<file path="src/rtl/sram_arbiter.sv">
// sram_arbiter: shares one SRAM controller port between N_REQ requesters.
// Round-robin selection with an optional lock that lets the last owner keep
// the port across back-to-back accesses. Every transaction runs
// IDLE -> BUSY -> RELEASE. A watchdog aborts transactions the controller
// never completes, and all controller-facing signals are registered.
module sram_arbiter #(
  parameter int N_REQ   = 3,
  parameter int ADDR_W  = 21,
  parameter int TIMEOUT = 255
) (
  input  logic                    clk,
  input  logic                    reset,
  input  logic [N_REQ-1:0]        req,
  input  logic [N_REQ-1:0]        req_we,
  input  logic [N_REQ-1:0]        req_lock,
  input  logic [N_REQ*ADDR_W-1:0] req_addr,
  input  logic [N_REQ*16-1:0]     req_wdata,
  output logic [N_REQ-1:0]        grant,
  output logic [N_REQ-1:0]        ack,
  output logic [15:0]             rdata,
  input  logic                    sram_idle,
  input  logic                    sram_ready,
  input  logic [15:0]             sram_rdata,
  output logic [ADDR_W-1:0]       data_addr,
  output logic                    read_data,
  output logic                    write_data,
  output logic [15:0]             data_out,
  output logic                    timeout_err
);

  localparam int IDX_W = (N_REQ > 1) ? $clog2(N_REQ) : 1;
  localparam int CND_W = IDX_W + 1;
  localparam int WD_W  = $clog2(TIMEOUT + 1);

  localparam logic [IDX_W-1:0] LAST_IDX   = IDX_W'(N_REQ - 1);
  localparam logic [WD_W-1:0]  WD_LIMIT   = WD_W'(TIMEOUT - 1);
  localparam logic [N_REQ-1:0] REQ_ZERO   = {N_REQ{1'b0}};
  localparam logic [N_REQ-1:0] REQ_ONE    = {{(N_REQ-1){1'b0}}, 1'b1};

  typedef enum logic [1:0] {
    IDLE    = 2'd0,
    BUSY    = 2'd1,
    RELEASE = 2'd2
  } state_t;

  state_t             state;
  logic [IDX_W-1:0]   last_grant;
  logic [WD_W-1:0]    watchdog;

  logic [IDX_W-1:0]   winner;
  logic               found;
  logic [CND_W-1:0]   cand;
  logic [N_REQ-1:0]   win_onehot;
  logic [ADDR_W-1:0]  sel_addr;
  logic [15:0]        sel_wdata;
  logic               sel_we;

  // Winner selection: a locked previous owner with req still high keeps the
  // port; otherwise scan round-robin starting just after the last owner.
  always_comb begin
    winner = last_grant;
    found  = 1'b0;
    cand   = {CND_W{1'b0}};
    if (req_lock[last_grant] && req[last_grant]) begin
      winner = last_grant;
      found  = 1'b1;
    end else begin
      for (int k = 1; k <= N_REQ; k++) begin
        cand = {1'b0, last_grant} + CND_W'(k);
        if (cand >= CND_W'(N_REQ)) begin
          cand = cand - CND_W'(N_REQ);
        end else begin
          cand = cand;
        end
        if (!found && req[cand[IDX_W-1:0]]) begin
          winner = cand[IDX_W-1:0];
          found  = 1'b1;
        end else begin
          winner = winner;
        end
      end
    end
  end

  // Fields of the selected requester, captured on the IDLE -> BUSY step.
  always_comb begin
    win_onehot = REQ_ONE << winner;
    sel_addr   = req_addr[winner*ADDR_W +: ADDR_W];
    sel_wdata  = req_wdata[winner*16 +: 16];
    sel_we     = req_we[winner];
  end

  // Transaction FSM with all controller and requester outputs registered.
  always_ff @(posedge clk or posedge reset) begin
    if (reset) begin
      state       <= IDLE;
      grant       <= REQ_ZERO;
      ack         <= REQ_ZERO;
      rdata       <= 16'h0000;
      data_addr   <= {ADDR_W{1'b0}};
      read_data   <= 1'b0;
      write_data  <= 1'b0;
      data_out    <= 16'h0000;
      timeout_err <= 1'b0;
      last_grant  <= LAST_IDX;
      watchdog    <= {WD_W{1'b0}};
    end else begin
      case (state)
        IDLE: begin
          ack        <= REQ_ZERO;
          if (sram_idle && (req != REQ_ZERO)) begin
            state      <= BUSY;
            grant      <= win_onehot;
            last_grant <= winner;
            watchdog   <= {WD_W{1'b0}};
            data_addr  <= sel_addr;
            data_out   <= sel_wdata;
            read_data  <= ~sel_we;
            write_data <= sel_we;
          end else begin
            state      <= IDLE;
            grant      <= REQ_ZERO;
            read_data  <= 1'b0;
            write_data <= 1'b0;
          end
        end
        BUSY: begin
          watchdog <= watchdog + WD_W'(1);
          if (sram_ready) begin
            // Writes leave the last read value visible to requesters.
            if (read_data) begin
              rdata <= sram_rdata;
            end else begin
              rdata <= rdata;
            end
            state      <= RELEASE;
            ack        <= grant;
            read_data  <= 1'b0;
            write_data <= 1'b0;
            data_addr  <= {ADDR_W{1'b0}};
            data_out   <= 16'h0000;
          end else if (watchdog == WD_LIMIT) begin
            // Controller never answered: abort, flag it, hand back zero data.
            timeout_err <= 1'b1;
            rdata       <= 16'h0000;
            state       <= RELEASE;
            ack         <= grant;
            read_data   <= 1'b0;
            write_data  <= 1'b0;
            data_addr   <= {ADDR_W{1'b0}};
            data_out    <= 16'h0000;
          end else begin
            state <= BUSY;
          end
        end
        RELEASE: begin
          // No arbitration here so an owner dropping req on ack is not re-granted.
          state <= IDLE;
          ack   <= REQ_ZERO;
          grant <= REQ_ZERO;
        end
        default: begin
          state      <= IDLE;
          grant      <= REQ_ZERO;
          ack        <= REQ_ZERO;
          read_data  <= 1'b0;
          write_data <= 1'b0;
          data_addr  <= {ADDR_W{1'b0}};
          data_out   <= 16'h0000;
          watchdog   <= {WD_W{1'b0}};
        end
      endcase
    end
  end

endmodule

</file>
<file path="config.mk">
export PLATFORM = sky130hd
export DESIGN_NAME = sram_arbiter
export DESIGN_NICKNAME = d
export VERILOG_FILES = /design/src/rtl/sram_arbiter.sv
export SDC_FILE = /design/constraint.sdc
export NUM_CORES = 1
export LEC_CHECK = 0
export BUFFER_PORTS_ARGS = -buffer_cell sky130_fd_sc_hd__buf_2
export CORE_ASPECT_RATIO = 0.9
export CORE_UTILIZATION = 46
export CTS_BUF_LIST = sky130_fd_sc_hd__clkbuf_16
export CTS_CLUSTER_DIAMETER = 120
export DETAILED_ROUTE_END_ITERATION = 16
export PLACE_DENSITY = 0.8
export SLEW_MARGIN = 20
export SYNTH_ARGS = -nofsm -noshare
export SYNTH_HDL_FRONTEND = slang
export SYNTH_SLANG_ARGS = --single-unit
</file>
<file path="constraint.sdc">
create_clock -name clk -period 2.9 [get_ports clk]
set_input_delay 0 -clock clk [delete_from_list [all_inputs] [get_ports clk]]
set_output_delay 0 -clock clk [all_outputs]
set_load 0.01 [all_outputs]
</file>
==> qor.yml <==
yosysUniqueCellTypes: 44
path_delay_family: "compound AO/OA/AOI/OAI gates"
antenna_cells: 0
tightest_slew_ns: 0.712
p_seq_share_pct: 26.9
ir_drop_mv: 0.609
hpwl_um: 8330
nNetsFinal: 881
synth-edff-count: 0
switching_share_pct: 40.1
async_reset_ff_share_pct: 100
clock-sinks: 74
start_util_pct: 47.2
cts_made_buffers: 9
rsz0062_at_grt: "no"
power_density_nw_per_um2: 864
syn2layout_area_growth_pct: 68.3
synth.cell_area_um2: 4050
cts_setup_buffers: 0
fp.dieArea_um2: 9180
hold_start: "req_wdata[2]"
drtAntennaViolNets: 0
finalSetupViolations: 0
internal_power_mw: 3.53
core_um2: 8570
reg2reg_from: "last_grant[1]$_DFFE_PP1P_"
fin_crit_sh_pct: 95.7
finalSetupTns_ns: 0
cts_root_buf: "clkbuf_16"
cts_tree: "done"
path_clk_slew_ns: 0.06
drive_above_1_share_pct: 36.1
clock.fmax_mhz: 360
synthCells: 407
startpoint: "last_grant[1]$_DFFE_PP1P_"
avgSynthCellArea_um2: 9.94
clkPwrFrac_pct: 20.4
required_ns: 3.09
crit_chain: "buf_4 -> ha_1 -> mux2_4 -> a21o_1 -> a31o_2 -> a22oi_4 -> buf_4 -> mux2i_1 -> o221ai_1"
fin_hold_ws_ns: -0.000240
place_area_um2: 5190
routed_wl_um: 15200
final_cells: 859
grt_pass1_vias: 4942
htreeDepth: 3
yosysWarnings: 0
wl_per_cell_um: 17.7
synthesis.nets: 553
drtPass1Iterations: 5
mostFrequentLayoutCell: "buf_2"
synth-main-ff-cell: "dfrtp_1"
synth_seq_cells: 74
route.vias.total: 4738
max-cap-violations: 0
worst-setup-path-type: "reg -> reg"
slowest_delay_ns: 0.53
fp.dieH_um: 91.0
grt.overflow.total: 0
num_rows: 32
crit_top_cell: "buf_4"
slew_viol_final: 0
slowest_stage: "dfstp_2"
p_comb_share_pct: 52.7
p_leak_nw: 3.64
antenna_found_initial: 0
grt_max_degree: 43
final_cell_mix: "buf_2 (201), dlygate4sd3_1 (127), nand2_1 (84)"
rrSetupSlack_ns: 0.12
holdCritPathClass: "in -> reg"
worst-path-buf-inv: 2
holdPathEnd: "data_out[2]$_DFFE_PP0P_"
reg2reg_depth: 9
start_kind: "flip-flop"
synth_top_area_share_pct: 45.1
worst_ep_arrival_time_ns: 2.96
routabilityCongestion: 0.845
hold_violations: 1
hold_depth: 3
clock_latency_ns: 0.33
via_per_inst: 5.52
drt-initial-drc-count: 221
io-pin-count: 202
fin_crit_ns: 2.78
relSlewSlack_pct: 52.4
fin_ws_ns: 0.125
synth_area_leaders: "dfrtp_1 (45%), mux2i_1 (9.6%), nand2_1 (7.8%)"
cp-end-kind: "flip-flop"
dp_cells: 716
clk_path_buf_depth: 2
fin_area_um2: 6810
skew_ns: 0.0100
r2r-end: "data_out[3]$_DFFE_PP0P_"
synth_top_cell_by_area: "dfrtp_1"
seq_area_frac_synth_pct: 45.8
cp_max_fo: 12
die_w_um: 101
grt_pass1_wl_um: 23800
drc: 0
status: "complete, but fails checks"
post-place-ws_ns: 0.0724
switchingPower_mw: 2.36
violations: "negative hold slack"
track_usage_pct: 34.2
numPortBuffers: 201
-- worst min-delay path, stage by stage --
cell	delay [ns]
buf_2	0.08
mux2i_1	0.06
o221ai_1	0.14
-- cell type report --
type,count,area (um^2)
inverters,42,158
well taps,119,149
clock inverters,7,92.6
repair buffers,342,2410
clock buffers,9,225
multi-input cells,266,1920
fillers,529,1760
flip-flops and latches,74,1850
-- kinds of logic (layout without fill, tap and decap cells) --
kind of cell / Yosys count / after routing / synth area share, %
flops: 74 / 74 / 45.8
fa+ha+maj: 6 / 6 / 1.86
compound gates: 86 / 86 / 19.9
mux: 42 / 42 / 10.6
simple gates: 132 / 132 / 14.5
buf+inv: 67 / 400 / 7.45
-- stage by stage --
| step | total power [mW] | utilization (%) | hold WS, ns |
|---|---|---|---|
| after detailed placement | 4.41 | 60.6 | 0.128 |
| after global placement | 4.32 | 60.6 | 0.107 |
| after global routing | 6.21 | 79.5 | 0.00133 |
| after floorplan | 3.58 | - | 0.145 |
| after CTS | 5.74 | 78.9 | 0.00271 |
| final | 5.88 | 79.5 | -0.000240 |
-- power groups by stage --
stage | logic, mW | clock network [mW] | registers [mW]
3_3_place_gp | 2.76 | 0 | 1.56
4_1_cts | 2.97 | 1.21 | 1.57
6_report | 3.10 | 1.20 | 1.59
3_5_place_dp | 2.84 | 0 | 1.57
2_1_floorplan | 1.90 | 0 | 1.69
5_1_grt | 3.34 | 1.26 | 1.61
-- per-layer routing --
metal / up-vias / global-route usage, % / wire length, um
met2: 290 / 57.9 / 7410
li1: 2097 / - / -
met3: 106 / 7.47 / 1110
met1: 2245 / 37.4 / 5530
met4: 0 / 25.6 / 1120
met5: - / 0 / 0
-- cells in the mapped netlist (all sizes together) (4+ instances only) --
cell type / count
clkbuf: 12
nor2: 9
inv: 42
o21ai: 18
dfrtp: 73
nand3: 20
nand2: 84
a21oi: 6
mux2i: 39
nand4: 4
ha: 6
o221ai: 39
buf: 13
-- worst max-delay path by stage --
| stage | end | cells after the start |
|---|---|---|
| floorplan | data_addr[0]$_DFFE_PP0P_ | 10 |
| global placement | data_out[6]$_DFFE_PP0P_ | 9 |
| detailed placement | data_addr[2]$_DFFE_PP0P_ | 9 |
| CTS | data_addr[2]$_DFFE_PP0P_ | 9 |
| global route | data_addr[9]$_DFFE_PP0P_ | 9 |
| finish | data_out[3]$_DFFE_PP0P_ | 9 |
-- sequential cells by signal, indices dropped and copies added (netlist names) --
| name | flops |
|---|---|
| data_addr | 21 |
| ack | 3 |
| watchdog | 8 |
| grant | 3 |
| timeout_err | 1 |
| data_out | 16 |
| state | 2 |
| read_data | 1 |
| write_data | 1 |
| last_grant | 2 |
| rdata | 16 |
-- timing repair --
action	in CTS	in global routing
setup endpoints to repair	0	40
endpoints found under the hold margin	126	2
hold buffers	125	2
resized for setup	0	5
(Power assumes the default switching activity.)
